==> src/rtl/mem_arbiter.sv <==
// mem_arbiter: sequences IF fetches and MEM loads/stores onto one fixed-latency single-port memory, ack LATENCY+2 cycles after grant.
// MEM wins collisions; defining MEM_ARB_FAIRNESS_EN grants IF after STARVE_MAX consecutive MEM grants made while IF waited.
module mem_arbiter #(
  parameter int unsigned LATENCY    = 2,
  parameter int unsigned STARVE_MAX = 4
) (
  input  logic        clk,
  input  logic        rst,
  input  logic        if_req_i,
  input  logic [31:0] if_addr_i,
  output logic [31:0] if_data_o,
  output logic        if_ack_o,
  input  logic        mem_req_i,
  input  logic        mem_we_i,
  input  logic [31:0] mem_addr_i,
  input  logic [31:0] mem_wdata_i,
  input  logic [3:0]  mem_sel_i,
  output logic [31:0] mem_data_o,
  output logic        mem_ack_o,
  output logic        stallreq_o,
  output logic        ram_ce_o,
  output logic        ram_we_o,
  output logic [31:0] ram_addr_o,
  output logic [31:0] ram_wdata_o,
  output logic [3:0]  ram_sel_o,
  input  logic [31:0] ram_rdata_i
);

  localparam int unsigned CW = (LATENCY < 2) ? 1 : $clog2(LATENCY + 1);
  localparam logic [CW-1:0] LAT_C = CW'(LATENCY);

  if (LATENCY < 1 || STARVE_MAX < 1) begin : g_cfg_check
    $error("mem_arbiter: LATENCY and STARVE_MAX must both be at least 1");
  end

  typedef enum logic [1:0] {
    S_IDLE  = 2'd0,
    S_ISSUE = 2'd1,
    S_WAIT  = 2'd2,
    S_DONE  = 2'd3
  } state_t;

  state_t        r_state;
  state_t        w_state_nxt;
  logic          r_id_mem;
  logic          r_we;
  logic [31:0]   r_addr;
  logic [31:0]   r_wdata;
  logic [3:0]    r_sel;
  logic [CW-1:0] r_cnt;
  logic [31:0]   r_if_data;
  logic [31:0]   r_mem_data;
  logic          w_grant;
  logic          w_grant_mem;
  logic          w_if_turn;
  logic          w_capture;
  logic [CW-1:0] w_cnt_inc;

`ifdef MEM_ARB_FAIRNESS_EN
  localparam int unsigned SW = ($clog2(STARVE_MAX + 1) < 3) ? 3 : $clog2(STARVE_MAX + 1);
  logic [SW-1:0] r_starve;

  assign w_if_turn = if_req_i && (r_starve == SW'(STARVE_MAX));

  // Counts MEM grants that overtook a waiting IF; any IF grant or idle IF clears it.
  always_ff @(posedge clk) begin
    if (rst) begin
      r_starve <= '0;
    end else if (r_state == S_IDLE) begin
      if (if_req_i && w_grant_mem) begin
        r_starve <= r_starve + SW'(1);
      end else begin
        r_starve <= '0;
      end
    end
  end
`else
  assign w_if_turn = 1'b0;
`endif

  assign w_grant     = if_req_i | mem_req_i;
  assign w_grant_mem = mem_req_i & ~w_if_turn;
  assign w_cnt_inc   = r_cnt + CW'(1);
  assign w_capture   = (r_state == S_WAIT) && (w_cnt_inc == LAT_C);

  always_comb begin
    w_state_nxt = r_state;
    case (r_state)
      S_IDLE:  if (w_grant) w_state_nxt = S_ISSUE;
      S_ISSUE: w_state_nxt = S_WAIT;
      S_WAIT:  if (w_capture) w_state_nxt = S_DONE;
      S_DONE:  w_state_nxt = S_IDLE;
      default: w_state_nxt = S_IDLE;
    endcase
  end

  always_ff @(posedge clk) begin
    if (rst) begin
      r_state    <= S_IDLE;
      r_id_mem   <= 1'b0;
      r_we       <= 1'b0;
      r_addr     <= '0;
      r_wdata    <= '0;
      r_sel      <= '0;
      r_cnt      <= '0;
      r_if_data  <= '0;
      r_mem_data <= '0;
    end else begin
      r_state <= w_state_nxt;
      if (r_state == S_IDLE && w_grant) begin
        r_id_mem <= w_grant_mem;
        if (w_grant_mem) begin
          r_we    <= mem_we_i;
          r_addr  <= mem_addr_i;
          r_wdata <= mem_wdata_i;
          r_sel   <= mem_sel_i;
        end else begin
          r_we    <= 1'b0;
          r_addr  <= if_addr_i;
          r_sel   <= 4'b1111;
        end
      end
      if (r_state == S_ISSUE) begin
        r_cnt <= '0;
      end else if (r_state == S_WAIT) begin
        r_cnt <= w_cnt_inc;
      end
      // Writes leave both return registers untouched.
      if (w_capture && !r_we) begin
        if (r_id_mem) begin
          r_mem_data <= ram_rdata_i;
        end else begin
          r_if_data  <= ram_rdata_i;
        end
      end
    end
  end

  assign ram_ce_o    = (r_state == S_ISSUE);
  assign ram_we_o    = (r_state == S_ISSUE) & r_we;
  assign ram_addr_o  = r_addr;
  assign ram_wdata_o = r_wdata;
  assign ram_sel_o   = r_sel;
  assign if_ack_o    = (r_state == S_DONE) & ~r_id_mem;
  assign mem_ack_o   = (r_state == S_DONE) & r_id_mem;
  assign if_data_o   = r_if_data;
  assign mem_data_o  = r_mem_data;
  assign stallreq_o  = (if_req_i & ~if_ack_o) | (mem_req_i & ~mem_ack_o);

endmodule

==> config.mk <==
export PLATFORM = sky130hd
export DESIGN_NAME = mem_arbiter
export DESIGN_NICKNAME = d
export VERILOG_FILES = /design/src/rtl/mem_arbiter.sv
export SDC_FILE = /design/constraint.sdc
export NUM_CORES = 1
export LEC_CHECK = 0
export ABC_AREA = 0
export BUFFER_PORTS_ARGS = -buffer_cell sky130_fd_sc_hd__buf_4
export CAP_MARGIN = 20
export CORE_ASPECT_RATIO = 1.25
export CORE_UTILIZATION = 40
export DETAILED_ROUTE_END_ITERATION = 10
export PLACE_DENSITY = 0.72
export SLEW_MARGIN = 20
export SYNTH_ARGS = -nofsm -noshare
export SYNTH_HDL_FRONTEND = slang
export SYNTH_SLANG_ARGS = --single-unit
==> constraint.sdc <==
create_clock -name clk -period 2.8 [get_ports clk]
set_input_delay 0.28 -clock clk [delete_from_list [all_inputs] [get_ports clk]]
set_output_delay 0.28 -clock clk [all_outputs]
set_load 0.02 [all_outputs]
==> results.yml <==
cells_and_area:
  multi_input_area_mm2: 0.00227
  layout.nets: 1016
  regArea_mm2: 0.00276
  fin_cells: 1059
  syn_to_final_growth_pct: 48.8
  drive_gt1_frac: 0.371
  fill_cells: 1224
detailed_routing:
  ant_nets: 0
  vias: 5080
  viasPerCell: 4.80
  drc: 0
  drt_iter0_markers: 197
  drt_first_pass_iters: 5
  wire_per_inst_um: 13.9
  wl_um: 14800
logic_synthesis:
  syn_avg_cell_area_um2: 8.65
  yosysWarnings: 0
  synth_edf_count: 0
  synth_area_leader_cell: "dfxtp_1"
  synthDistinctLibCells: 30
  async_reset_ff_frac: 0
  syn_area_mm2: 0.00538
  yosysSeqAreaShare: 0.513
  ys_top_cells_by_area: "dfxtp_1, nand2_1, a21oi_1"
  synth_top_area_frac: 0.513
  syn-instance-count: 622
  synth_commonest_cells: "nand2_1, dfxtp_1, a21oi_1, nor2_1, mux2i_1"
  synth-seq-cells: 138
  synthFlopType: "dfxtp_1"
  syn_nets: 764
  yosysMostFrequentCell: "nand2_1"
timing:
  fin_tns_setup_ps: 0
  min_period_ps: 1820
  fin_crit_sh: 0.649
  finalSetupViolations: 0
  rsz0062_at_grt: "no"
  worstMarginPinSlew_ps: 729
  hold_viol_final: 0
  final.setup_skew_ps: 9.20
  fmax_ghz: 0.550
  slew_violations: 0
  max_slew_margin: 0.512
cts:
  numClockSinks: 138
  post_cts_buffers: 0
  cts_tree: "done"
  cts_max_path_buffers: 2
  cts-buffers-inserted: 17
  insertion_delay_ps: 410
  htree_levels: 4
  cts-root-buf: "clkbuf_16"
  hold_buffers: 0
  path_clk_slew_ps: 60
  ctsResizeCount: 0
setup_path:
  cp-end-kind: "register"
  r2r_start: "r_state[0]"
  crit_path_top_delay_cell: "o21a_2"
  cp_top_family: "compound AO/OA/AOI/OAI gates"
  crit_required_ps: 3120
  path_max_fanout: 50
  worstPathBufferInverterCount: 2
  cp_cell_sequence: "inv_1 > ha_1 > o21a_2 > buf_12 > nor2_1 > a211oi_1"
  reg2reg_depth: 6
  worst_ep_arrival_time_ps: 2140
  worstSetupPathType: "reg -> reg"
  cp-start-kind: "register"
  ff2ff_setup_slack_ps: 980
  worstReg2RegEnd: "ram_addr_o[8]"
  path_depth: 6
  cp_slowest_stage_delay_ps: 470
global_routing:
  first_global_vias: 4601
  antenna_found_initial: 1
  gr-total-overflow: 0
  grt_max_degree: 70
  grt_usage: 0.210
  grt_pass1_wl_um: 22900
hold_path:
  worstHoldEndpoint: "ram_wdata_o[22]"
  hold_path_class: "in -> reg"
  hp-start: "mem_wdata_i[22]"
  min_path_cells: 3
die:
  die_w_um: 106
  row_count: 47
  coreArea_mm2: 0.0132
  dieArea_mm2: 0.0139
  io_pins: 274
  initial_utilization: 0.409
  chipHeight_um: 132
placement:
  gp_congestion: 0.810
  port-buffer-count: 273
  dp_hpwl_um: 10500
  dp.cells: 1026
power:
  p_leak_nw: 3.53
  p_per_area_mw_per_mm2: 832
  p_total_mw: 6.66
  peakVddDrop_mv: 0.506
job:
  max_cap_viol_count: 0
status:
  outcome: "completed"
-- layout by cell type (no fill, tap or decap), types with 2 or more instances in the layout --
| cell | count |
|---|---|
| nor3_1 | 5 |
| clkinvlp_4 | 5 |
| inv_6 | 3 |
| dfxtp_1 | 138 |
| and2_1 | 3 |
| buf_12 | 2 |
| nor2_1 | 47 |
| inv_1 | 4 |
| nor2b_1 | 2 |
| clkbuf_16 | 17 |
| ha_1 | 5 |
| a21oi_1 | 98 |
| nand2_1 | 192 |
| a211oi_1 | 17 |
| bufinv_16 | 3 |
| mux2i_1 | 33 |
| buf_4 | 280 |
| clkbuf_1 | 2 |
| nand2b_1 | 2 |
| a211oi_2 | 15 |
-- state kept, by name (all words and copies together) (netlist names) --
signal	flops
mem_data_o	32
ram_addr_o	32
ram_wdata_o	32
if_data_o	32
r_state	2
ram_sel_o	4
r_id_mem	1
r_we	1
r_cnt	2
-- cells by family (layout without fill, tap and decap cells) --
kind of cell               after synthesis  count (layout)  synth area share
adders and majority gates                5               5            0.0116
AOI/OAI and AO/OA                      136             136             0.158
DFF                                    138             138             0.513
and+or+nand+nor                        256             256             0.189
other                                    0               1                 0
muxes                                   33              33            0.0614
xor gates and xnor gates                 1               1           0.00163
buffers and inverters                   53             318            0.0651
-- routing by layer --
layer | wire length (µm) | global-route usage
met5 | 0 | 0
met4 | 308 | 0.0895
met3 | 1130 | 0.0645
met2 | 7540 | 0.365
met1 | 5770 | 0.235
-- power breakdown --
part           internal (mW)  switching (mW)  total, mW
clock network           1.41           0.879       2.29
registers               2.25           0.155       2.41
logic                  0.818            1.14       1.96
total                   4.48            2.18       6.66
-- through the flow --
step	instance area (µm²)	utilization	hold WS, ps	worst slack [ps]
CTS	8000	0.608	94.5	974
global placement	7400	0.562	443	1050
detailed placement	7400	0.562	448	973
global route	8010	0.608	99.2	761
floorplan	5380	-	416	1310
finish	8010	0.608	115	983
-- worst register-to-register path, cell delays in order, from the launching register on --
cell,delay [ps]
dfxtp_1,340
inv_1,90
ha_1,260
o21a_2,470
buf_12,290
nor2_1,80
a211oi_1,200
-- worst max-delay path by stage --
| stage | from | end | slack (ps) |
|---|---|---|---|
| CTS | r_state[0] | ram_addr_o[11] | 970 |
| detailed placement | r_state[0] | ram_addr_o[8] | 970 |
| finish | r_state[0] | ram_addr_o[8] | 980 |
| floorplan | r_state[0] | stallreq_o | 1310 |
| global placement | r_state[0] | ram_addr_o[0] | 1050 |
| global route | r_state[1] | ram_addr_o[12] | 760 |
-- layout make-up --
cell class              count  share of cell area
clock inverters            13              0.0209
repair buffers            282               0.268
inverters                   4             0.00188
well taps                 171              0.0267
clock buffers              19              0.0541
multi-input cells         431               0.283
diodes                      1            0.000313
flip-flops and latches    138               0.345
(Power assumes the default switching activity.)
